`src/rtl/pipe_ctrl_if.sv`:
```
// Handshake bundle between the LC-3b datapath and its pipeline sequencer.
interface pipe_ctrl_if #(
    parameter int unsigned CNT_WIDTH = 16
);
    // Datapath status into the sequencer
    logic                 imem_resp;
    logic                 de_use_sr1;
    logic                 de_use_sr2;
    logic [2:0]           de_sr1;
    logic [2:0]           de_sr2;
    logic                 de_ldreg;
    logic [2:0]           de_drid;
    logic                 de_setcc;
    logic                 de_usecc;
    logic                 mem_access;
    logic                 dmem_resp;
    logic                 mem_br_taken;

    // Sequencer controls back to the datapath
    logic                 load_pc;
    logic                 pc_sel_target;
    logic                 load_de;
    logic                 load_agex;
    logic                 load_mem;
    logic                 load_sr;
    logic                 v_de;
    logic                 v_agex;
    logic                 v_mem;
    logic                 v_sr;
    logic [CNT_WIDTH-1:0] stall_cnt;
    logic [CNT_WIDTH-1:0] flush_cnt;

    modport master (
        output imem_resp, de_use_sr1, de_use_sr2, de_sr1, de_sr2, de_ldreg, de_drid,
               de_setcc, de_usecc, mem_access, dmem_resp, mem_br_taken,
        input  load_pc, pc_sel_target, load_de, load_agex, load_mem, load_sr,
               v_de, v_agex, v_mem, v_sr, stall_cnt, flush_cnt
    );

    modport slave (
        input  imem_resp, de_use_sr1, de_use_sr2, de_sr1, de_sr2, de_ldreg, de_drid,
               de_setcc, de_usecc, mem_access, dmem_resp, mem_br_taken,
        output load_pc, pc_sel_target, load_de, load_agex, load_mem, load_sr,
               v_de, v_agex, v_mem, v_sr, stall_cnt, flush_cnt
    );
endinterface

```
`src/rtl/pipe_ctrl.sv`:
```
// Pipeline sequencer for the 5-stage LC-3b core (FE -> DE -> AGEX -> MEM -> SR).
// Produces latch-bank load enables, stage valid bits, hazard stalls, branch squash
// and saturating stall/flush counters.
module pipe_ctrl #(
    parameter int unsigned CNT_WIDTH = 16
) (
    input  logic       clk,
    input  logic       reset,
    pipe_ctrl_if.slave ctrl_if
);

    typedef enum logic [1:0] {
        StRun      = 2'd0,
        StMwait    = 2'd1,
        StRedirect = 2'd2
    } state_e;

    state_e               r_state;
    logic                 r_v_de, r_v_agex, r_v_mem, r_v_sr;
    // In-flight writer scoreboard, one entry per stage past DE
    logic                 r_agex_ldreg, r_mem_ldreg, r_sr_ldreg;
    logic [2:0]           r_agex_drid, r_mem_drid, r_sr_drid;
    logic                 r_agex_setcc, r_mem_setcc, r_sr_setcc;
    logic [CNT_WIDTH-1:0] r_stall_cnt, r_flush_cnt;

    logic w_sr1_busy, w_sr2_busy, w_cc_busy;
    logic w_mem_stall, w_dep_stall, w_flush, w_fetch, w_agex_in, w_stall_evt;

    assign w_sr1_busy = (r_v_agex & r_agex_ldreg & (r_agex_drid == ctrl_if.de_sr1))
                      | (r_v_mem  & r_mem_ldreg  & (r_mem_drid  == ctrl_if.de_sr1))
                      | (r_v_sr   & r_sr_ldreg   & (r_sr_drid   == ctrl_if.de_sr1));
    assign w_sr2_busy = (r_v_agex & r_agex_ldreg & (r_agex_drid == ctrl_if.de_sr2))
                      | (r_v_mem  & r_mem_ldreg  & (r_mem_drid  == ctrl_if.de_sr2))
                      | (r_v_sr   & r_sr_ldreg   & (r_sr_drid   == ctrl_if.de_sr2));
    assign w_cc_busy  = (r_v_agex & r_agex_setcc) | (r_v_mem & r_mem_setcc)
                      | (r_v_sr & r_sr_setcc);

    assign w_mem_stall = r_v_mem & ctrl_if.mem_access & ~ctrl_if.dmem_resp;
    assign w_dep_stall = r_v_de & ((ctrl_if.de_use_sr1 & w_sr1_busy)
                                 | (ctrl_if.de_use_sr2 & w_sr2_busy)
                                 | (ctrl_if.de_usecc & w_cc_busy));
    assign w_flush     = r_v_mem & ctrl_if.mem_br_taken & ~w_mem_stall;
    // The I-cache response in the redirect cycle belongs to the wrong path
    assign w_fetch     = ctrl_if.imem_resp & (r_state != StRedirect);
    assign w_agex_in   = r_v_de & ~w_dep_stall & ~w_flush;
    // A dep stall coinciding with a flush is moot: the DE instruction dies
    assign w_stall_evt = w_mem_stall | (w_dep_stall & ~w_flush);

    assign ctrl_if.load_sr       = 1'b1;
    assign ctrl_if.load_mem      = ~w_mem_stall;
    assign ctrl_if.load_agex     = ~w_mem_stall;
    assign ctrl_if.load_de       = ~w_mem_stall & (w_flush | ~w_dep_stall);
    assign ctrl_if.load_pc       = ~w_mem_stall & (w_flush | (w_fetch & ~w_dep_stall));
    assign ctrl_if.pc_sel_target = w_flush;
    assign ctrl_if.v_de          = r_v_de;
    assign ctrl_if.v_agex        = r_v_agex;
    assign ctrl_if.v_mem         = r_v_mem;
    assign ctrl_if.v_sr          = r_v_sr;
    assign ctrl_if.stall_cnt     = r_stall_cnt;
    assign ctrl_if.flush_cnt     = r_flush_cnt;

    // Advance stage valid bits and scoreboard, or freeze DE..MEM on a memory stall
    always_ff @(posedge clk) begin
        if (reset) begin
            r_v_de       <= 1'b0;
            r_v_agex     <= 1'b0;
            r_v_mem      <= 1'b0;
            r_v_sr       <= 1'b0;
            r_agex_ldreg <= 1'b0;
            r_agex_drid  <= 3'd0;
            r_agex_setcc <= 1'b0;
            r_mem_ldreg  <= 1'b0;
            r_mem_drid   <= 3'd0;
            r_mem_setcc  <= 1'b0;
            r_sr_ldreg   <= 1'b0;
            r_sr_drid    <= 3'd0;
            r_sr_setcc   <= 1'b0;
        end else if (w_mem_stall) begin
            r_v_sr <= 1'b0;
        end else begin
            r_v_sr       <= r_v_mem;
            r_v_mem      <= r_v_agex & ~w_flush;
            r_v_agex     <= w_agex_in;
            r_v_de       <= w_flush ? 1'b0 : (w_dep_stall ? r_v_de : w_fetch);
            r_sr_ldreg   <= r_mem_ldreg;
            r_sr_drid    <= r_mem_drid;
            r_sr_setcc   <= r_mem_setcc;
            r_mem_ldreg  <= r_agex_ldreg;
            r_mem_drid   <= r_agex_drid;
            r_mem_setcc  <= r_agex_setcc;
            r_agex_ldreg <= ctrl_if.de_ldreg & w_agex_in;
            r_agex_drid  <= ctrl_if.de_drid;
            r_agex_setcc <= ctrl_if.de_setcc & w_agex_in;
        end
    end

    // Sequencer state: flush wins, then memory wait, otherwise run
    always_ff @(posedge clk) begin
        if (reset) begin
            r_state <= StRun;
        end else begin
            unique case (r_state)
                StRun, StMwait, StRedirect: begin
                    if (w_flush) begin
                        r_state <= StRedirect;
                    end else if (w_mem_stall) begin
                        r_state <= StMwait;
                    end else begin
                        r_state <= StRun;
                    end
                end
                default: r_state <= StRun;
            endcase
        end
    end

    // Saturating performance counters
    always_ff @(posedge clk) begin
        if (reset) begin
            r_stall_cnt <= '0;
            r_flush_cnt <= '0;
        end else begin
            if (w_stall_evt && (r_stall_cnt != '1)) begin
                r_stall_cnt <= r_stall_cnt + CNT_WIDTH'(1);
            end
            if (w_flush && (r_flush_cnt != '1)) begin
                r_flush_cnt <= r_flush_cnt + CNT_WIDTH'(1);
            end
        end
    end

endmodule

```
`src/flat_wrapper.sv`:
```
// flat-port wrapper written by rule: the top's interface ports become plain ports
module pipe_ctrl_flat 
#(
    parameter int unsigned CNT_WIDTH = 16
)
  (clk, reset, ctrl_if_imem_resp, ctrl_if_de_use_sr1, ctrl_if_de_use_sr2, ctrl_if_de_sr1, ctrl_if_de_sr2, ctrl_if_de_ldreg, ctrl_if_de_drid, ctrl_if_de_setcc, ctrl_if_de_usecc, ctrl_if_mem_access, ctrl_if_dmem_resp, ctrl_if_mem_br_taken, ctrl_if_load_pc, ctrl_if_pc_sel_target, ctrl_if_load_de, ctrl_if_load_agex, ctrl_if_load_mem, ctrl_if_load_sr, ctrl_if_v_de, ctrl_if_v_agex, ctrl_if_v_mem, ctrl_if_v_sr, ctrl_if_stall_cnt, ctrl_if_flush_cnt);
  pipe_ctrl_if #(.CNT_WIDTH(CNT_WIDTH)) ctrl_if_i ();
  input  logic clk;
  input  logic reset;
  input wire logic [$bits(ctrl_if_i.imem_resp)-1:0] ctrl_if_imem_resp;
  input wire logic [$bits(ctrl_if_i.de_use_sr1)-1:0] ctrl_if_de_use_sr1;
  input wire logic [$bits(ctrl_if_i.de_use_sr2)-1:0] ctrl_if_de_use_sr2;
  input wire logic [$bits(ctrl_if_i.de_sr1)-1:0] ctrl_if_de_sr1;
  input wire logic [$bits(ctrl_if_i.de_sr2)-1:0] ctrl_if_de_sr2;
  input wire logic [$bits(ctrl_if_i.de_ldreg)-1:0] ctrl_if_de_ldreg;
  input wire logic [$bits(ctrl_if_i.de_drid)-1:0] ctrl_if_de_drid;
  input wire logic [$bits(ctrl_if_i.de_setcc)-1:0] ctrl_if_de_setcc;
  input wire logic [$bits(ctrl_if_i.de_usecc)-1:0] ctrl_if_de_usecc;
  input wire logic [$bits(ctrl_if_i.mem_access)-1:0] ctrl_if_mem_access;
  input wire logic [$bits(ctrl_if_i.dmem_resp)-1:0] ctrl_if_dmem_resp;
  input wire logic [$bits(ctrl_if_i.mem_br_taken)-1:0] ctrl_if_mem_br_taken;
  output wire logic [$bits(ctrl_if_i.load_pc)-1:0] ctrl_if_load_pc;
  output wire logic [$bits(ctrl_if_i.pc_sel_target)-1:0] ctrl_if_pc_sel_target;
  output wire logic [$bits(ctrl_if_i.load_de)-1:0] ctrl_if_load_de;
  output wire logic [$bits(ctrl_if_i.load_agex)-1:0] ctrl_if_load_agex;
  output wire logic [$bits(ctrl_if_i.load_mem)-1:0] ctrl_if_load_mem;
  output wire logic [$bits(ctrl_if_i.load_sr)-1:0] ctrl_if_load_sr;
  output wire logic [$bits(ctrl_if_i.v_de)-1:0] ctrl_if_v_de;
  output wire logic [$bits(ctrl_if_i.v_agex)-1:0] ctrl_if_v_agex;
  output wire logic [$bits(ctrl_if_i.v_mem)-1:0] ctrl_if_v_mem;
  output wire logic [$bits(ctrl_if_i.v_sr)-1:0] ctrl_if_v_sr;
  output wire logic [$bits(ctrl_if_i.stall_cnt)-1:0] ctrl_if_stall_cnt;
  output wire logic [$bits(ctrl_if_i.flush_cnt)-1:0] ctrl_if_flush_cnt;
  assign ctrl_if_i.imem_resp = ctrl_if_imem_resp;
  assign ctrl_if_i.de_use_sr1 = ctrl_if_de_use_sr1;
  assign ctrl_if_i.de_use_sr2 = ctrl_if_de_use_sr2;
  assign ctrl_if_i.de_sr1 = ctrl_if_de_sr1;
  assign ctrl_if_i.de_sr2 = ctrl_if_de_sr2;
  assign ctrl_if_i.de_ldreg = ctrl_if_de_ldreg;
  assign ctrl_if_i.de_drid = ctrl_if_de_drid;
  assign ctrl_if_i.de_setcc = ctrl_if_de_setcc;
  assign ctrl_if_i.de_usecc = ctrl_if_de_usecc;
  assign ctrl_if_i.mem_access = ctrl_if_mem_access;
  assign ctrl_if_i.dmem_resp = ctrl_if_dmem_resp;
  assign ctrl_if_i.mem_br_taken = ctrl_if_mem_br_taken;
  assign ctrl_if_load_pc = ctrl_if_i.load_pc;
  assign ctrl_if_pc_sel_target = ctrl_if_i.pc_sel_target;
  assign ctrl_if_load_de = ctrl_if_i.load_de;
  assign ctrl_if_load_agex = ctrl_if_i.load_agex;
  assign ctrl_if_load_mem = ctrl_if_i.load_mem;
  assign ctrl_if_load_sr = ctrl_if_i.load_sr;
  assign ctrl_if_v_de = ctrl_if_i.v_de;
  assign ctrl_if_v_agex = ctrl_if_i.v_agex;
  assign ctrl_if_v_mem = ctrl_if_i.v_mem;
  assign ctrl_if_v_sr = ctrl_if_i.v_sr;
  assign ctrl_if_stall_cnt = ctrl_if_i.stall_cnt;
  assign ctrl_if_flush_cnt = ctrl_if_i.flush_cnt;
  pipe_ctrl #(.CNT_WIDTH(CNT_WIDTH)) u_core (.clk(clk), .reset(reset), .ctrl_if(ctrl_if_i));
endmodule
```
`config.mk`:
```
export PLATFORM = sky130hd
export DESIGN_NAME = pipe_ctrl_flat
export DESIGN_NICKNAME = d
export VERILOG_FILES = /design/src/rtl/pipe_ctrl_if.sv /design/src/rtl/pipe_ctrl.sv /design/src/flat_wrapper.sv
export SDC_FILE = /design/constraint.sdc
export NUM_CORES = 1
export LEC_CHECK = 0
export ABC_AREA = 1
export ABC_CLOCK_PERIOD_IN_PS = 2800
export BUFFER_PORTS_ARGS = -buffer_cell sky130_fd_sc_hd__buf_4
export CAP_MARGIN = 20
export CORE_AREA = 10 10 131 109
export CTS_BUF_LIST = sky130_fd_sc_hd__clkbuf_4
export DETAILED_ROUTE_END_ITERATION = 10
export DIE_AREA = 0 0 141 119
export SLEW_MARGIN = 25
export SYNTH_ARGS = -nofsm -noshare
export SYNTH_HDL_FRONTEND = slang
export SYNTH_SLANG_ARGS = --single-unit
```
`constraint.sdc`:
```
create_clock -name clk -period 2.8 [get_ports clk]
set_clock_uncertainty 0.1 [all_clocks]
set_input_delay 0.28 -clock clk [delete_from_list [all_inputs] [get_ports clk]]
set_output_delay 0.28 -clock clk [all_outputs]
set_load 0.005 [all_outputs]
```
; After elaboration in Yosys (flattened, before gate mapping)
; Index checks and enable logic that the tools add are counted.
[totals]
ff_bits = 53
input_bits = 20
out_inout_bits = 42
word_cells = 89
[op_classes]
addsub = 2
n_eq_ne = 12
muxes = 4
n_bitwise = 46
n_reduce_logical = 8
[ops]
columns = operator, count
row1 = 16-bit by 1-bit adder with 16-bit output (second input constant), 2
row2 = 16-bit != test (second input constant), 2
row3 = 1-bit AND, 30
row4 = 3-bit == test, 6
row5 = 1-bit bitwise OR, 11
row6 = 3-bit OR reduction, 2
row7 = 1-bit inverter, 5
row8 = 2-bit != test (second input constant), 2
row9 = 2-bit OR reduction, 2
row10 = 1-bit 2-to-1 mux, 3
row11 = 2-bit by 1-bit == test with 1-bit output (second input constant), 1
row12 = 2-bit == test (second input constant), 1
row13 = 1-bit logical AND, 2
row14 = 2-bit logical NOT, 1
row15 = 2-bit 2-to-1 mux, 1
row16 = 2-bit AND reduction, 1

; Longest topological paths before layout
[logic_depth]
depth_word = 12
depth_mapped = 15
mapped_depth_nobuf = 15

; Worst setup path before layout
; Ideal clock, no wire load.
[synth_path]
path_kind = reg2reg
startpoint = register u_core.r_stall_cnt[0] (netlist: u_core.ctrl_if.stall_cnt[0])
endpoint = register u_core.r_stall_cnt[15] (netlist: u_core.ctrl_if.stall_cnt[15])
setup_time_ns = 0.115
t_arrival_ns = 1.488
required_ns = 2.585
slack_ns = 1.097
stages_incl_launch_ff = 14
n_path_buf = 0
period_less_slack_ns = 1.703
cell_sequence = dfxtp_1 -> ha_1 -> nand2_1 -> nor2_1 -> nand2_1 -> inv_2 -> nand3_2 -> nand2_1 -> nor2_2 -> nand2_2 -> nor3_1 -> nand3_1 -> nand2_1 -> nor2_1
[synth_via]
elab_chain_cells = 2
word_cells_on_any_way = 3
cone_classes = 1 x add/sub / 1 x eq/ne / 1 x reduce/logical
[synth_lines]
columns = element, line_no
row1 = start: declaration, pipe_ctrl.sv:24  ; logic [CNT_WIDTH-1:0] r_stall_cnt, r_flush_cnt;
row2 = start signal: assignment, pipe_ctrl.sv:124  ; r_stall_cnt <= r_stall_cnt + CNT_WIDTH'(1);
row3 = branches (longest 2 deep; another with 16-bit by 1-bit adder with 16-bit output), --
; Parallel ways; which one is timed is not known.
; A chain may end at the register's enable or synchronous reset.

; Worst setup path in the final report
[layout_path]
startpoint = register u_core.r_v_mem (netlist: u_core.ctrl_if.v_mem)
endpoint = output port ctrl_if_load_de
[layout_via]
elab_chain_cells = 11
word_cells_on_any_way = 24
cone_classes = 24 x bitwise
[layout_lines]
columns = element, line_no
row1 = start: declaration, pipe_ctrl.sv:19  ; logic r_v_de, r_v_agex, r_v_mem, r_v_sr;
row2 = start signal: assignment, pipe_ctrl.sv:82  ; r_v_mem <= r_v_agex & ~w_flush;
row3 = 1-bit AND, "pipe_ctrl.sv:30, pipe_ctrl.sv:33"
row4 = "1-bit AND, on equally long branches", "pipe_ctrl.sv:30, pipe_ctrl.sv:33"
row5 = "1-bit bitwise OR, on equally long branches", "pipe_ctrl.sv:30, pipe_ctrl.sv:33"
row6 = "1-bit bitwise OR, on equally long branches", "pipe_ctrl.sv:31, pipe_ctrl.sv:34"
row7 = "1-bit AND, on equally long branches", "pipe_ctrl.sv:39, pipe_ctrl.sv:40"
row8 = 1-bit bitwise OR, pipe_ctrl.sv:40  ; | (ctrl_if.de_use_sr2 & w_sr2_busy)
row9 = 1-bit bitwise OR, pipe_ctrl.sv:41  ; | (ctrl_if.de_usecc & w_cc_busy));
row10 = 1-bit AND, pipe_ctrl.sv:39  ; assign w_dep_stall = r_v_de & ((ctrl_if.de_use_sr1 & w_sr1_busy)
row11 = 1-bit inverter, pipe_ctrl.sv:52  ; assign ctrl_if.load_de = ~w_mem_stall & (w_flush | ~w_dep_stall);
row12 = 1-bit bitwise OR, pipe_ctrl.sv:52
row13 = 1-bit AND *, pipe_ctrl.sv:52
row14 = end: declaration, flat_wrapper.sv:24  ; output wire logic [$bits(ctrl_if_i.load_de)-1:0] ctrl_if_load_de;
; Mark *: on every way between the ends. The rest lies on a longest branch, timed or not.

==> qor.yml <==
place_area_mm2: 0.00341
switching_share_pct: 26.4
path_delay_family: "simple AND/OR/NAND/NOR gates"
io_pins: 62
power.switching_mw: 0.330
grt_overflow_total: 0
max_stage_delay_ns: 0.49
yosysTopAreaCell: "dfxtp_1"
end_kind: "output pin"
port_buffers: 60
via_per_inst: 4.39
grt_max_degree: 34
p_int_mw: 0.922
cts_tree: "yes"
grt_pass1_vias: 2641
start_util_pct: 24.0
power.density_mw_per_mm2: 362
yosys_warnings: 0
fin_crit_sh_pct: 87.3
die-area_mm2: 0.0168
synth_cell_types: 35
rsz0062_at_grt: "false"
hold_violations: 0
clkPwrFrac_pct: 28.6
htree_levels: 2
leakage_nw: 1.55
multi_input_area_mm2: 0.00149
critPathSlowestCell: "dfxtp_1"
synth_sequential_area_ratio_pct: 37.4
cp_data_arrival_time_ns: 2.07
syn_to_final_growth_pct: 22.2
cts.sinks: 53
cts_buffer_depth: 2
synth-edff-count: 0
root_buffer: "clkbuf_4"
drt-wirelength-per-cell_um: 12.2
design_area_mm2: 0.00346
fp.coreArea_mm2: 0.0118
slew_viol_final: 0
power_frac_comb_pct: 9.0
seq_area_mm2: 0.00106
syn_nets: 456
start_kind: "flip-flop"
cts_hold_buf: 0
fin_crit_ns: 2.45
numCtsBuffers: 5
insertion_delay_ns: 0.39
path_clk_slew_ns: 0.16
peakVddDrop_uv: 119
drtPass1Iterations: 4
ys_async_sr_fraction_pct: 0
nets: 512
drcViolationCount: 0
netlist_area_mm2: 0.00283
wl_mm: 7.85
critical_path_required_ns: 2.42
die_h_um: 119
grt_first_pass_wirelength_mm: 12.8
layout_common_cells: "nand2_1, nor2_1, buf_4"
cp_common_cell: "nand2_1"
hold_class: "in -> reg"
maxCapViolations: 0
dp_hpwl_mm: 5.99
dr.first_iter.drc_count: 147
nFillCells: 1314
max_freq_mhz: 409
die_w_um: 141
fp-row-count: 36
postSynthAreaPerCell_um2: 6.53
vias: 2826
crit_buf_inv: 3
synth_top_area_share_pct: 37.4
antenna_found_initial: 1
drt.antenna.violating_nets: 0
worstPathMaxFanout: 33
tns_ns: 0
postCtsSetupBuffers: 0
final_common_cell: "nand2_1"
crit_type: "reg -> out"
crit_chain: "nand2_1 > clkinv_1 > nand2_1 > nor2_1 > nand2_1 > nand3_1 > nand2_1 > nand3_2 > nand3_2 > nand2_4 > inv_1 > buf_4"
grtUsageTotal_pct: 9.14
drive_gt1_share_pct: 20.4
yosys_register_bits: 53
finalSetupViolations: 0
status: "finished, final reports clean"
cts_resized: 0
synthCells: 434
synth_area_leaders: "dfxtp_1, nand2_1, nor2_1, a21oi_1, inv_1"
gp_congestion: 0.873
seqPwrFrac_pct: 62.3
synthFlopType: "dfxtp_1"
==> sequential cells by signal (all words and copies together) (netlist names), 2 cells and up <==
register                  cells
u_core.r_sr_drid              3
u_core.r_state                2
u_core.r_agex_drid            3
u_core.ctrl_if.flush_cnt     16
u_core.ctrl_if.stall_cnt     16
u_core.r_mem_drid             3
==> synth_stat cells (4+ instances only) <==
master,instances
nor3_1,4
dfxtp_1,53
nor2_1,72
nand2_1,116
inv_1,42
buf_6,4
nand3_2,4
nand3_1,30
nor2_4,5
inv_2,7
clkbuf_1,6
o21ai_0,26
a21oi_1,35
==> power by group through the flow <==
stage,Sequential (mW),Clock [mW],Combinational [mW]
after floorplan,0.793,0,0.0667
after global placement,0.796,0,0.113
after detailed placement,0.796,0,0.115
after CTS,0.781,0.386,0.115
after global routing,0.783,0.411,0.129
final,0.780,0.358,0.113
==> per-stage QoR <==
stage | util [%] | instances | setup WS, ns | power [mW] | hold slack, ns
floorplan | - | 434 | 1.10 | 0.860 | 0.246
CTS | 29.3 | 643 | 0.309 | 1.28 | 0.0200
global placement | 28.9 | 635 | 0.812 | 0.909 | 0.365
detailed placement | 28.9 | 635 | 0.760 | 0.911 | 0.372
finish | 29.3 | 644 | 0.354 | 1.25 | 0.0483
global route | 29.3 | 644 | 0.107 | 1.32 | 0.0253
==> worst reg2reg max path, delay by kind of cell, from the launching register on <==
kind,cells,cell delay [ns]
buffers and inverters,1,0.06
DFF,1,0.49
and+or+nand+nor,10,1.31
==> worst paths after layout <==
check	start	to	slack, ns	depth (start not counted)
setup reg to reg	u_core.ctrl_if.v_mem$_SDFFE_PP0N_	u_core.ctrl_if.flush_cnt[12]$_SDFFE_PP0P_	0.74	11
setup / recovery	u_core.ctrl_if.v_mem$_SDFFE_PP0N_	ctrl_if_load_de	0.35	12
hold / removal	reset	u_core.ctrl_if.v_de$_SDFFE_PP0P_	0.05	2
hold reg to reg	u_core.r_agex_setcc$_SDFFE_PP0N_	u_core.r_agex_setcc$_SDFFE_PP0N_	0.39	2
==> logic make-up (layout without fill, tap and decap cells) <==
family,count (synthesis),count (layout),share of synthesized area [%]
AO/OA/AOI/OAI,67,67,12.7
AND/OR/NAND/NOR,246,246,38.7
adder cells (fa/ha/maj),2,2,0.883
other,1,2,0.132
flip-flops,53,53,37.4
buffers and inverters,64,121,9.84
XOR/XNOR,1,1,0.309
==> metal layers <==
metal	vias up	global-route usage (%)	share of wire [%]
li1	1487	-	-
met1	1269	12.1	50
met2	58	13.7	43
met3	12	2.46	5.3
met4	0	3.67	1.6
met5	-	0	0
==> area by class of cell <==
class / instances / share of cell area (%)
diodes: 1 / 0.0723
clock buffers: 6 / 1.30
clock inverters: 2 / 0.289
inverters: 50 / 5.42
multi-input cells: 317 / 43.1
flip-flops and latches: 53 / 30.6
well taps: 152 / 5.49
repair buffers: 63 / 13.7
Power figures use the tool's default switching activity.
